$ cat src/rtl/fetch_pkg.sv
// Shared fetch-stage types and constants: prefetch entry layout,
// the ARM no-op word and the PC increment per fetched word.
package fetch_pkg;

    localparam logic [31:0] NOP_INSTR = 32'hE1A0_0000;
    localparam logic [31:0] PC_STEP   = 32'd4;

    typedef struct packed {
        logic [31:0] instr;
        logic [31:0] pc;
    } fetch_entry_t;

endpackage

$ cat src/rtl/sync_fifo.sv
// Synchronous FIFO with flush; wrapping pointers and a separate
// occupancy count so a full FIFO can push and pop in one cycle.
module sync_fifo #(
    parameter int unsigned WIDTH = 32,
    parameter int unsigned DEPTH = 4
) (
    input  logic                     clk,
    input  logic                     reset,
    input  logic                     flush,
    input  logic                     push,
    input  logic                     pop,
    input  logic [WIDTH-1:0]         wdata,
    output logic [WIDTH-1:0]         rdata,
    output logic [$clog2(DEPTH):0]   count,
    output logic                     empty
);

    localparam int unsigned AW = $clog2(DEPTH);
    localparam int unsigned CW = AW + 1;
    localparam logic [CW-1:0] FULL_CNT = DEPTH[CW-1:0];

    logic [WIDTH-1:0] mem [DEPTH];
    logic [AW-1:0]    wr_ptr;
    logic [AW-1:0]    rd_ptr;
    logic             full;
    logic             do_push;
    logic             do_pop;

    assign empty   = (count == '0);
    assign full    = (count == FULL_CNT);
    assign do_pop  = pop && !empty;
    // a pop in the same cycle frees the slot being written
    assign do_push = push && (!full || do_pop);
    assign rdata   = mem[rd_ptr];

    always_ff @(posedge clk) begin
        if (reset || flush) begin
            wr_ptr <= '0;
            rd_ptr <= '0;
            count  <= '0;
        end else begin
            if (do_push) begin
                mem[wr_ptr] <= wdata;
                wr_ptr      <= wr_ptr + 1'b1;
            end
            if (do_pop) begin
                rd_ptr <= rd_ptr + 1'b1;
            end
            unique case ({do_push, do_pop})
                2'b10:   count <= count + 1'b1;
                2'b01:   count <= count - 1'b1;
                default: ;
            endcase
        end
    end

    always_ff @(posedge clk) begin
        if (!reset && !flush) begin
            assert (!(push && full && !pop));
        end
    end

endmodule

$ cat src/rtl/instr_fetch_queue.sv
// Fetch stage: owns the fetch PC, issues word requests and buffers
// in-order responses for the decoder; redirects flush and drop.
module instr_fetch_queue #(
    parameter int unsigned DEPTH     = 4,
    parameter logic [31:0] RESET_PC  = 32'h0000_0000,
    parameter logic [31:0] NOP_INSTR = fetch_pkg::NOP_INSTR
) (
    input  logic        clk,
    input  logic        reset,
    output logic        imem_req,
    output logic [31:0] imem_addr,
    input  logic        imem_ready,
    input  logic        imem_rvalid,
    input  logic [31:0] imem_rdata,
    output logic [31:0] Instr,
    output logic        instr_valid,
    output logic [31:0] instr_pc,
    input  logic        consume,
    input  logic        redirect,
    input  logic [31:0] redirect_pc
);

    import fetch_pkg::*;

    localparam int unsigned AW = $clog2(DEPTH);
    localparam int unsigned CW = AW + 1;
    localparam logic [CW:0] CREDITS = DEPTH[CW:0];

    logic [31:0]   fetch_pc;
    logic [31:0]   rsp_pc;
    logic [31:0]   last_pc;
    logic [31:0]   target;
    logic [CW-1:0] outstanding;
    logic [CW-1:0] outstanding_nxt;
    logic [CW-1:0] drop;
    logic [CW-1:0] count;
    logic          empty;
    logic          issue;
    logic          push;
    logic          pop;
    logic          unused_pc_bits;
    fetch_entry_t  head;
    fetch_entry_t  wentry;

    assign target         = {redirect_pc[31:2], 2'b00};
    assign unused_pc_bits = ^redirect_pc[1:0];

    // stale in-flight requests still hold a credit until they return
    assign imem_req  = !reset && !redirect &&
                       (({1'b0, count} + {1'b0, outstanding}) < CREDITS);
    assign imem_addr = fetch_pc;
    assign issue     = imem_req && imem_ready;

    assign push = imem_rvalid && (drop == '0) && !redirect;
    assign pop  = consume && !empty && !redirect;

    assign wentry.instr = imem_rdata;
    assign wentry.pc    = rsp_pc;

    sync_fifo #(
        .WIDTH ($bits(fetch_entry_t)),
        .DEPTH (DEPTH)
    ) u_fifo (
        .clk   (clk),
        .reset (reset),
        .flush (redirect),
        .push  (push),
        .pop   (pop),
        .wdata (wentry),
        .rdata (head),
        .count (count),
        .empty (empty)
    );

    assign instr_valid = !empty;
    assign Instr       = empty ? NOP_INSTR : head.instr;
    assign instr_pc    = empty ? last_pc : head.pc;

    always_comb begin
        outstanding_nxt = outstanding;
        unique case (1'b1)
            issue && !imem_rvalid: outstanding_nxt = outstanding + 1'b1;
            imem_rvalid && !issue: outstanding_nxt = outstanding - 1'b1;
            default: ;
        endcase
    end

    always_ff @(posedge clk) begin
        if (reset) begin
            fetch_pc    <= RESET_PC;
            rsp_pc      <= RESET_PC;
            outstanding <= '0;
            drop        <= '0;
            last_pc     <= '0;
        end else begin
            outstanding <= outstanding_nxt;
            if (!empty) begin
                last_pc <= head.pc;
            end
            if (redirect) begin
                fetch_pc <= target;
                rsp_pc   <= target;
                // everything still in flight after this cycle is stale
                drop     <= outstanding_nxt;
            end else begin
                if (issue) begin
                    fetch_pc <= fetch_pc + PC_STEP;
                end
                if (push) begin
                    rsp_pc <= rsp_pc + PC_STEP;
                end
                if (imem_rvalid && (drop != '0)) begin
                    drop <= drop - 1'b1;
                end
            end
        end
    end

    always_ff @(posedge clk) begin
        if (!reset && imem_rvalid) begin
            assert (outstanding != '0);
        end
    end

endmodule

$ cat config.mk
export PLATFORM = sky130hd
export DESIGN_NAME = instr_fetch_queue
export DESIGN_NICKNAME = d
export VERILOG_FILES = /design/src/rtl/fetch_pkg.sv /design/src/rtl/sync_fifo.sv /design/src/rtl/instr_fetch_queue.sv
export SDC_FILE = /design/constraint.sdc
export NUM_CORES = 1
export LEC_CHECK = 0
export ABC_AREA = 1
export CORE_MARGIN = 8
export CORE_UTILIZATION = 45
export CTS_CLUSTER_DIAMETER = 150
export DETAILED_ROUTE_END_ITERATION = 10
export HOLD_SLACK_MARGIN = 0.05
export PLACE_DENSITY = 0.68
export SLEW_MARGIN = 15
export SYNTH_ARGS = -nofsm -noshare
export SYNTH_HDL_FRONTEND = slang
export SYNTH_SLANG_ARGS = --single-unit
$ cat constraint.sdc
create_clock -name clk -period 11.7 [get_ports clk]
set_clock_uncertainty 0.05 [all_clocks]
set_input_delay 2.34 -clock clk [delete_from_list [all_inputs] [get_ports clk]]
set_output_delay 2.34 -clock clk [all_outputs]
set_load 0.005 [all_outputs]
==> results.txt <==
Hold_buf cts = 0
DP HPWL = 25,000 um
Final setup vio count = 0
Synth Area in Simple Gates = 0.1915
Final Power = 2803 uW
Post-synthesis mux area share = 0
Metal3 WL = 2235 um
Critical path launch point type = primary input
Slew headroom = 0.3421
First-pass GRT wire length = 63,020 um
GP Congestion = 0.8920
Tcrit/Tclk final = 0.5803
Outcome = finished clean
Chip height = 201.2 um
Routed len/inst = 17.53 um
Top Ports = 168
Port Buffers = 163
DP Area = 17,430 um2
Synth Area in Adders = 0.01152
Antenna violations before repair = 0
FF+latch count, synth = 355
Final #Nets = 1,862
Hold_ws = 0.3939 ns
Root Driver = clkbuf_16
Final Hold Fails = 0
Core Rows = 68
Most frequent cells in the layout = 327 x nand2_1, 299 x nor2_1, 248 x edfxtp_1
P per Cell Area = 150.8 nW/um2
Core area = 34,120 um2
Leakage power = 0.006598 uW
Distinct cell type count of the synthesized netlist = 41
Syn Inst Count = 1,635
Crit-path slowest cell = clkdlybuf4s50_1
Aggregate global routing overflow = 0
Min cycle time layout = 6.790 ns
Main combinational cell family by area after synthesis = simple AND/OR/NAND/NOR gates
Clock sink count = 355
WS Path Type = primary input to output port
Setup TNS = 0 ns
Number of remaining DRC errors = 0
CP Capture Type = output port
P&R area growth vs syn = 20.46%
WP data required = 9.31 ns
Worst-path clk slew = 0.05 ns
Starting Density = 0.4521
Largest net degree at the start of global routing = 71
CTS H-tree depth = 2
Final Max Slew Viols = 0
CTS Buf Count = 37
Worst Path Max Fanout = 38
Max rail drop VDD = 0.09997 mV
Highest metal used = met4
Full die area = 40,460 um2
Slowest stage delay, CP = 0.52 ns
M1 wire length = 18,250 um
Clk_lat worst skew = 0.52 ns
Ys Warns = 0
Fillers = 3,015
Netlist Area Pre-Place = 15,430 um2
Antenna viol nets, final = 0
CTS max path bufs = 3
Vias in the first global route = 11,490
Via-per-instance ratio = 5.245
Data arrival, critical path = 4.40 ns
Routed Wire Length = 39,630 um
Syn Area/Cell = 9.435 um2
Metal2 WL = 18,390 um
Worst min path class = flop to flop
Max Clk Rate = 147.3 MHz
Share of cells above drive strength 1 = 0.05537
Max cap viols = 0
Cell area after layout = 18,580 um2
RSZ-0062 raised after global routing = no
Postcts setup bufs = 0
CTS tree = done
Crit-path cells = clkdlybuf4s50_1, buf_4, nor2_4, nand2_2, nor2_4, clkdlybuf4s50_1
Util after Layout = 0.5447
ANT cells = 0
All-Layer GR Usage = 0.1909
Sequential-to-total area share from yosys stat = 0.6216
Worst-margin pin slew = 0.9869 ns
DRT Pass-1 Iters = 5
Initial drt markers = 792
Synth Area in Compound Gates = 0.1163
Cts repair resizes = 0
Via count = 11,860
Post-Synth XOR/XNOR Area = 0.01079
Die X = 201.2 um
Commonest non-fill, non-tap cell in the layout = nand2_1
## routing by layer
layer  vias up  global-route usage
li1       5824                   -
met1      5672              0.2624
met2       314              0.3086
met3        50             0.03426
met4         0             0.05046
met5         -                   0
## final timing paths
check / startpoint / endpoint / slack (ns) / cells after the start
worst max-delay path: redirect / imem_req / 4.91 / 6
worst min-delay path: last_pc[0] / last_pc[0] / 0.39 / 2
worst max register to register: u_fifo.count[0] / u_fifo.mem[1][5] / 8.57 / 9
worst min register to register: last_pc[0] / last_pc[0] / 0.39 / 2
## power breakdown
| group | leakage (uW) | switching [uW] | internal, uW |
|---|---|---|---|
| logic | 0.00291 | 145 | 113 |
| registers | 0.00313 | 37.6 | 1380 |
| clock network | 0.000558 | 478 | 644 |
| total | 0.00660 | 661 | 2140 |
## layout make-up
type / count / area (um2) / area share
timing repair buffer: 178 / 1739 / 0.09359
multi-input combinational: 1102 / 5130 / 0.2761
clock buffer: 48 / 987.2 / 0.05312
tap: 455 / 569.3 / 0.03064
clock inverter: 18 / 168.9 / 0.009090
inverter: 105 / 394.1 / 0.02121
sequential: 355 / 9594 / 0.5163
## logic make-up after synthesis
kind of cell / Yosys count
AND/OR/NAND/NOR: 729
flip-flops: 355
AO/OA/AOI/OAI: 339
buffers and inverters: 179
XOR/XNOR: 19
adder cells (fa/ha/maj): 13
other: 1
## sequential cells by signal, indices dropped and copies added, names as in the netlist, 3 cells and up, named ones only
signal / flops
rsp_pc: 30
last_pc: 32
outstanding: 3
imem_addr: 30
u_fifo.mem: 248
u_fifo.count: 3
drop: 3
## metrics by stage
stage,setup slack [ns],std cells
after global placement,4.922,2195
after CTS,4.872,2261
final,4.910,2261
after detailed placement,4.887,2195
after floorplan,5.402,1636
after global routing,4.782,2261
## worst max-delay path: cells and delay by family
| kind | cells | cell delay, ns |
|---|---|---|
| and+or+nand+nor | 3 | 0.86 |
| buffers and inverters | 3 | 1.18 |
## cell usage after synthesis
| library cell | instances | area [um2] |
|---|---|---|
| a21boi_0 | 2 | 15.01 |
| nand2_2 | 3 | 18.77 |
| nor2_1 | 303 | 1137 |
| dfxtp_1 | 107 | 2142 |
| a31oi_1 | 12 | 75.07 |
| fa_1 | 2 | 40.04 |
| nand3_2 | 2 | 20.02 |
| o211ai_1 | 4 | 30.03 |
| nor3_4 | 1 | 16.27 |
| buf_2 | 21 | 105.1 |
| inv_1 | 99 | 371.6 |
| edfxtp_1 | 248 | 7447 |
| xnor2_1 | 4 | 35.03 |
| conb_1 | 1 | 3.750 |
| nand4_1 | 7 | 43.79 |
| nand2_4 | 2 | 22.52 |
| or2_0 | 1 | 6.260 |
| o21bai_1 | 2 | 15.01 |
| nand2_1 | 327 | 1227 |
| o22ai_1 | 32 | 200.2 |
| a21oi_1 | 107 | 535.5 |
| xor2_1 | 15 | 131.4 |
| buf_4 | 5 | 37.54 |
| and2_1 | 2 | 12.51 |
| nand3b_1 | 3 | 22.52 |
| nand3_1 | 60 | 300.3 |
| or2_1 | 1 | 6.260 |
| buf_1 | 8 | 30.03 |
| inv_2 | 4 | 15.01 |
| nor2_2 | 7 | 43.79 |
| o311ai_0 | 6 | 52.55 |
| clkinv_1 | 2 | 7.510 |
| ha_1 | 11 | 137.6 |
| clkbuf_1 | 36 | 135.1 |
| o21ai_0 | 158 | 790.8 |
| nor3_1 | 5 | 25.02 |
| buf_6 | 3 | 33.78 |
| or2_2 | 1 | 6.260 |
| clkbuf_2 | 1 | 5.000 |
| o21ai_1 | 16 | 80.08 |
| nor2_4 | 4 | 45.04 |
Note: power is estimated with default switching activity, not from simulation.
